## src/rtl/pulse_repeat_arbiter.sv

```systemverilog
// pulse_repeat_arbiter: turns held up/down request levels from several requesters into
// single-cycle increment/decrement strobes for one shared modular counter, with
// round-robin arbitration between requesters.
// Build option: define PULSE_REPEAT_ARBITER_AUTOREPEAT_EN to enable hold-to-repeat
// (DELAY_CYCLES to the first repeat, then one every REPEAT_CYCLES). Without it, each press
// yields exactly one pulse and holding has no further effect.
module pulse_repeat_arbiter #(
  parameter int unsigned NUM_REQ       = 2,
  parameter int unsigned DELAY_CYCLES  = 24,
  parameter int unsigned REPEAT_CYCLES = 8
) (
  input  logic                                            clk,
  input  logic                                            reset,
  input  logic [NUM_REQ-1:0]                              up_req,
  input  logic [NUM_REQ-1:0]                              down_req,
  output logic                                            up_pulse,
  output logic                                            down_pulse,
  output logic                                            grant_valid,
  output logic [((NUM_REQ > 1) ? $clog2(NUM_REQ) : 1)-1:0] grant_idx
);

  localparam int unsigned IdxW = (NUM_REQ > 1) ? $clog2(NUM_REQ) : 1;

  typedef enum logic [1:0] {StIdle, StDelay, StRepeat} state_e;

  state_e             state_q [NUM_REQ];
  state_e             state_d [NUM_REQ];
  logic [NUM_REQ-1:0] dir_q, dir_d;            // latched direction, 1 = up
  logic [NUM_REQ-1:0] pend_q, pend_d;          // one outstanding pulse per requester
  logic [NUM_REQ-1:0] pend_dir_q, pend_dir_d;  // direction of that pulse, 1 = up
  logic [NUM_REQ-1:0] evt, evt_dir;            // press/repeat event this cycle
  logic [NUM_REQ-1:0] is_up, is_dn, cand;
  logic [IdxW-1:0]    last_grant_q, last_grant_d;
  logic [IdxW-1:0]    sel, grant_idx_d;
  logic               found, serve_dir;
  logic               up_pulse_d, down_pulse_d, grant_valid_d;

`ifdef PULSE_REPEAT_ARBITER_AUTOREPEAT_EN
  localparam int unsigned MaxCyc = (DELAY_CYCLES > REPEAT_CYCLES) ? DELAY_CYCLES : REPEAT_CYCLES;
  localparam int unsigned TimerW = $clog2(MaxCyc + 1);
  localparam logic [TimerW-1:0] DelayLoad  = TimerW'(DELAY_CYCLES - 1);
  localparam logic [TimerW-1:0] RepeatLoad = TimerW'(REPEAT_CYCLES - 1);

  logic [TimerW-1:0] timer_q [NUM_REQ];
  logic [TimerW-1:0] timer_d [NUM_REQ];
`endif

  // Both levels high means the requester is asking for nothing.
  assign is_up = up_req & ~down_req;
  assign is_dn = down_req & ~up_req;

  // Per-requester press/repeat FSM next state and event generation.
  always_comb begin
    for (int i = 0; i < NUM_REQ; i++) begin
      state_d[i] = state_q[i];
      dir_d[i]   = dir_q[i];
      evt[i]     = 1'b0;
      evt_dir[i] = dir_q[i];
`ifdef PULSE_REPEAT_ARBITER_AUTOREPEAT_EN
      timer_d[i] = timer_q[i];
`endif
      unique case (state_q[i])
        StIdle: begin
          if (is_up[i] || is_dn[i]) begin
            evt[i]     = 1'b1;
            evt_dir[i] = is_up[i];
            dir_d[i]   = is_up[i];
            state_d[i] = StDelay;
`ifdef PULSE_REPEAT_ARBITER_AUTOREPEAT_EN
            timer_d[i] = DelayLoad;
`endif
          end
        end
        StDelay, StRepeat: begin
          // Release or reversal drops to idle; a reversal re-presses from there next edge.
          if (!(dir_q[i] ? is_up[i] : is_dn[i])) begin
            state_d[i] = StIdle;
`ifdef PULSE_REPEAT_ARBITER_AUTOREPEAT_EN
            timer_d[i] = '0;
          end else if (timer_q[i] == '0) begin
            evt[i]     = 1'b1;
            evt_dir[i] = dir_q[i];
            timer_d[i] = RepeatLoad;
            state_d[i] = StRepeat;
          end else begin
            timer_d[i] = timer_q[i] - 1'b1;
`endif
          end
        end
        default: state_d[i] = StIdle;
      endcase
    end
  end

  // Round-robin pick among pending or just-fired requesters, and pending bookkeeping.
  always_comb begin
    cand  = pend_q | evt;
    found = 1'b0;
    sel   = '0;
    for (int unsigned k = 1; k <= NUM_REQ; k++) begin
      if (!found && cand[IdxW'((32'(last_grant_q) + k) % NUM_REQ)]) begin
        found = 1'b1;
        sel   = IdxW'((32'(last_grant_q) + k) % NUM_REQ);
      end
    end

    // An older pending pulse is served first; a same-cycle event then becomes the pending one.
    serve_dir     = pend_q[sel] ? pend_dir_q[sel] : evt_dir[sel];
    up_pulse_d    = found & serve_dir;
    down_pulse_d  = found & ~serve_dir;
    grant_valid_d = found;
    grant_idx_d   = found ? sel : grant_idx;
    last_grant_d  = found ? sel : last_grant_q;

    for (int i = 0; i < NUM_REQ; i++) begin
      pend_dir_d[i] = evt[i] ? evt_dir[i] : pend_dir_q[i];
      if (found && (sel == IdxW'(i))) begin
        pend_d[i] = pend_q[i] & evt[i];
      end else begin
        pend_d[i] = pend_q[i] | evt[i];
      end
    end
  end

  // State, pending and registered output update; reset clears everything at once.
  always_ff @(posedge clk or posedge reset) begin
    if (reset) begin
      for (int i = 0; i < NUM_REQ; i++) begin
        state_q[i] <= StIdle;
`ifdef PULSE_REPEAT_ARBITER_AUTOREPEAT_EN
        timer_q[i] <= '0;
`endif
      end
      dir_q        <= '0;
      pend_q       <= '0;
      pend_dir_q   <= '0;
      last_grant_q <= IdxW'(NUM_REQ - 1);
      up_pulse     <= 1'b0;
      down_pulse   <= 1'b0;
      grant_valid  <= 1'b0;
      grant_idx    <= '0;
    end else begin
      for (int i = 0; i < NUM_REQ; i++) begin
        state_q[i] <= state_d[i];
`ifdef PULSE_REPEAT_ARBITER_AUTOREPEAT_EN
        timer_q[i] <= timer_d[i];
`endif
      end
      dir_q        <= dir_d;
      pend_q       <= pend_d;
      pend_dir_q   <= pend_dir_d;
      last_grant_q <= last_grant_d;
      up_pulse     <= up_pulse_d;
      down_pulse   <= down_pulse_d;
      grant_valid  <= grant_valid_d;
      grant_idx    <= grant_idx_d;
    end
  end

endmodule

```

## config.mk

```make
export PLATFORM = sky130hd
export DESIGN_NAME = pulse_repeat_arbiter
export DESIGN_NICKNAME = d
export VERILOG_FILES = /design/src/rtl/pulse_repeat_arbiter.sv
export SDC_FILE = /design/constraint.sdc
export NUM_CORES = 1
export LEC_CHECK = 0
export CORE_MARGIN = 2
export CORE_UTILIZATION = 40
export DETAILED_ROUTE_END_ITERATION = 7
export GPL_TIMING_DRIVEN = 1
export PLACE_DENSITY_LB_ADDON = 0.3
export SYNTH_ARGS = -nofsm -noshare
export SYNTH_HDL_FRONTEND = slang
export SYNTH_SLANG_ARGS = --single-unit
```

## constraint.sdc

```tcl
create_clock -name clk -period 1.3 [get_ports clk]
set_clock_uncertainty 0.1 [all_clocks]
set_input_delay 0.26 -clock clk [delete_from_list [all_inputs] [get_ports clk]]
set_output_delay 0.26 -clock clk [all_outputs]
set_load 0.01 [all_outputs]
```

== Word level (Yosys, flattened, before mapping) ==
Index checks and enable logic that the tools add are counted.
Word-level totals
  register bits: 15
  input bits: 6
  output and inout port bits: 4
  word-level logic and storage cells: 82
Operators by class
  add/sub/neg operators: 2
  $lt $le $gt $ge: 3
  eq/ne operators: 8
  muxes and demuxes: 33
  bitwise logic cells: 13
  reductions and logical operators: 12
Operators by type and width (number)
  1-bit two-way mux: 27
  2-bit two-way mux: 4
  2-bit != test, second input constant: 4
  2-bit one-hot mux with 2 select lines: 2
  1-bit by 2-bit < comparator with 1-bit output, second input constant: 3
  1-bit AND: 4
  2-bit AND: 2
  2-bit by 1-bit == test with 1-bit output, second input constant: 2
  2-bit == test, second input constant: 2
  2-bit zero test: 2
  2-bit NOT: 2
  2-bit AND reduction: 2
  2-bit OR reduction: 2
  1-bit logical AND: 3
  1-bit adder, second input constant: 2
  1-bit logical OR: 2
  1-bit NOT: 2
  1-bit OR: 2
  2-bit OR: 1
  1-bit zero test: 1

== Logic depth before layout (Yosys ltp) ==
  depth in word-level cells: 17
  mapped depth: 5
  depth with buffers taken out: 5

== Least setup slack after synthesis ==
Ideal clock, no wire load.
  kind: in2reg
  start: in up_req[0]
  end: reg pend_q[1]
  library setup time: 0.126 ns
  arrival: 1.181 ns
  data required time: 1.074 ns
  slack: -0.107 ns
  stages on the path: 5
  path through: inv_1 -> ha_1 -> nor2_2 -> o21a_4 -> maj3_2
Between the ends
  word-level cells in the longest chain between the ends: 14
  elaborated cells between the ends (all ways): 19
RTL lines
  start: declaration: RTL line 14  | input logic [NUM_REQ-1:0] up_req,
  2-bit NOT: RTL line 50  | assign is_dn = down_req & ~up_req;
  2-bit AND: RTL line 50
  1-bit logical OR (*): RTL line 64  | if (is_up[i] || is_dn[i]) begin
  1-bit two-way mux (*): RTL line 64
  1-bit two-way mux (*): RTL line 62  | unique case (state_q[i])
  2-bit OR (*): RTL line 97  | cand = pend_q | evt;
  1-bit two-way mux (not written as such) (2 in a row): RTL line 101  | if (!found && cand[IdxW'((32'(last_grant_q) + k) % NUM_REQ)]) begin
  1-bit two-way mux: RTL line 101
  1-bit zero test: RTL line 101
  1-bit logical AND: RTL line 101
  1-bit two-way mux: RTL line 101
  1-bit logical AND (*): RTL line 117  | if (found && (sel == IdxW'(i))) begin
  1-bit two-way mux (*): RTL line 117
  named net pend_d[1]: RTL line 29  | logic [NUM_REQ-1:0] pend_q, pend_d;
  end signal: assignment: RTL line 150  | pend_q <= pend_d;
  end: declaration: RTL line 29
Mark *: on every way through the listed nets, which the timed path passes. The rest lies on a longest branch. The select of a mux whose other input is x is not followed.
A chain may end at the register's enable or synchronous reset.

== Worst setup path after layout ==
Same ends and word-level chain as after synthesis.

==> flow_summary.ini <==
[logic_synthesis]
yosys_warnings = 0
synth_flop_cell = dfrtp_1
synth_top_area_share_pct = 47.71
synthArstFlopShare_pct = 100.0
synth_area_sq_um = 629.4
synth_nets = 68
synth-seq-area-share_pct = 51.89
synth_edf_count = 0
synth_top_area_cell = dfrtp_1
syn_inst = 58
ys_seq_elements = 13
yosysUniqueCellTypes = 18
synth_area_per_cell_sq_um = 10.85
netlist_top_cells_area = dfrtp_1 48%, ha_1 8.0%, mux2i_1 6.4%

[worst_setup_path]
cp_cell_sequence = clkdlybuf4s15_2 > inv_6 > ha_4 > nor2_4 > o21a_4 > maj3_2
crit_path_end = pend_q[1]$_DFF_PP0_
timing.rr.start = pend_q[1]$_DFF_PP0_
cp-startpoint = up_req[0]
worstReg2RegEnd = down_pulse$_DFF_PP0_
required_ns = 1.36
worst_setup_path_end_kind = register
reg2reg_depth = 4
crit_slowest_cell = maj3_2
slowest_delay_ns = 0.29
worst-path-stages = 6
critical_path.max_fanout = 3
reg2reg_slack_ns = 0.06
start_kind = input port
cp_num_buf_inv = 2
crit_type = input port to register
worstPathArrival_ns = 1.35
crit_family = adder cells

[finish]
stdcell_area_sq_um = 903.4
n_fill_cell = 129
drive_gt1_share_pct = 38.75
diodes = 0
layout_commonest_cell = dfrtp_1
syn_to_final_growth_pct = 43.54
mostFrequentLayoutCells = 11 x dfrtp_1, 9 x buf_4, 5 x nand2_1, 5 x inv_1
post-route-util_pct = 60.67
finish.net_count = 91

[detailed_routing]
drt_pre_antenna_iters = 2
wl_met2_microns = 586
avgViaCountPerCell = 5.083
ant_nets = 0
wl_met1_microns = 539
drt_iter0_markers = 1
top_layer = met4
met3WireLength_microns = 53
drcViolationCount = 0
wirelength_microns = 1193
vias = 488
wl_per_cell_microns = 12.43

[global_routing]
globalRoute.totalOverflow = 0
grt_pass1_vias = 458
grt_pass1_wl_microns = 1952
grt.total_usage_pct = 14.35
antenna_found_initial = 0
grt_max_degree = 14

[pwr]
seq_power_share_pct = 45.9
power.internal_mw = 0.9638
power_frac_comb_pct = 37.7
p_leak_nw = 0.4206
p_sw_mw = 0.4739
netSwitchingFraction_pct = 32.96
power_per_cell_area_mw_per_mm2 = 1591
ir_drop_v = 0.0009647
clockPowerShare_pct = 16.4

[worst_hold_path]
hold_path_class = input port to asynchronous set/reset pin

[place]
gp_congestion = 0.7032
portBuffers = 9
post-dp-hpwl_microns = 885.9
placed_area_sq_um = 834.6

[clocking]
cts_sinks = 13
htreeDepth = 1
cts_tree = yes
root_buffer = clkbuf_4
clockBufferDepth = 2
path_clk_slew_ns = 0.07
clkLatencyLatePin_ns = 0.27
numCtsBuffers = 3

[floorplanning]
core_area_sq_mm = 0.001489
die_height_microns = 43.67
io_pins = 10
die_x_microns = 43.67
die_area_sq_mm = 0.001907
rows = 14
start_util_pct = 42.27

[timing]
fmax_ghz = 0.7761
hold_viol_final = 0
finalSetupTns_ns = 0
drv_slew = 0
period_share_pct = 99.12
slew_headroom_pct = 81.40
period_needed_ns = 1.289
tightest_slew_ns = 0.2790
finalSetupViolations = 0

[run]
cap_violations = 0

[status]
outcome = completed
what timing repair did:
item,in CTS,in global routing
buffers inserted,0,1
setup endpoints to repair,16,5
cloned,0,0
resized for setup,16,7
hold buffers,0,0
pin swaps,2,2
synthesized netlist by cell type, drive strengths merged (2+ instances only):
cell	instances
nor2	5
inv	7
mux2i	4
a21oi	4
nand2	5
ha	4
nor4b	2
nor4	2
o22ai	2
maj3	2
o21ai	4
dfrtp	12
metrics by stage:
step	cells	setup slack [ns]	total power [mW]	hold WS [ns]
final	96	0.01148	1.438	0.1783
after global routing	96	-0.01519	1.543	0.1733
after CTS	95	0.001889	1.423	0.1687
after detailed placement	91	-0.6129	1.172	0.3943
after global placement	91	-0.5966	1.158	0.3718
after floorplan	58	-0.03841	0.9216	0.03624
worst min-delay path by stage:
stage | to | slack (ns) | cells after the start
after floorplan | dir_q[0]$_DFF_PP0_ | 0.04 | 1
after detailed placement | grant_idx$_DFFE_PP0P_ | 0.39 | 1
after global routing | pend_dir_q[1]$_DFFE_PP0P_ | 0.17 | 3
final | pend_dir_q[1]$_DFFE_PP0P_ | 0.18 | 3
after global placement | grant_idx$_DFFE_PP0P_ | 0.37 | 1
after CTS | pend_dir_q[1]$_DFFE_PP0P_ | 0.17 | 3
registers in the layout, indices dropped and copies added, names as in the netlist:
signal,flops
state_q,2
up_pulse,1
pend_q,2
grant_idx,1
grant_valid,1
last_grant_q,1
pend_dir_q,2
dir_q,2
down_pulse,1
area by class of cell:
cell class	count	area [sq um]	share of cell area (%)
clock buffer	4	26.28	2.909
inverter	7	31.28	3.463
multi-input combinational	38	349.1	38.64
sequential	13	327.8	36.29
tap	16	20.02	2.216
timing repair buffer	18	148.9	16.48
kinds of logic (layout without fill, tap and decap cells):
group / Yosys count / count (layout) / share of synthesized area [%]
AOI/OAI and AO/OA: 13 / 13 / 13.72
adders and majority gates: 6 / 6 / 11.53
buffers and inverters: 7 / 29 / 4.176
DFF: 13 / 13 / 51.89
muxes: 4 / 4 / 6.362
and+or+nand+nor: 15 / 15 / 12.33
routing by layer:
layer | global-route usage [%] | up-vias
li1 | - | 252
met1 | 17.51 | 225
met2 | 22.35 | 9
met3 | 7.500 | 2
met4 | 3.636 | 0
met5 | 0 | -
power groups by stage:
stage	Clock, mW	Combinational [mW]	Sequential [mW]
2_1_floorplan	0	0.255	0.666
3_3_place_gp	0	0.508	0.649
3_5_place_dp	0	0.516	0.655
4_1_cts	0.259	0.506	0.658
5_1_grt	0.273	0.592	0.679
6_report	0.236	0.542	0.660
worst register-to-register path, delay by kind of cell, from the launching register on:
family,cells,cell delay (ns)
AND/OR/NAND/NOR,1,0.25
flip-flops,1,0.41
AO/OA/AOI/OAI,2,0.24
buffers and inverters,1,0.16
(Power assumes the default switching activity.)
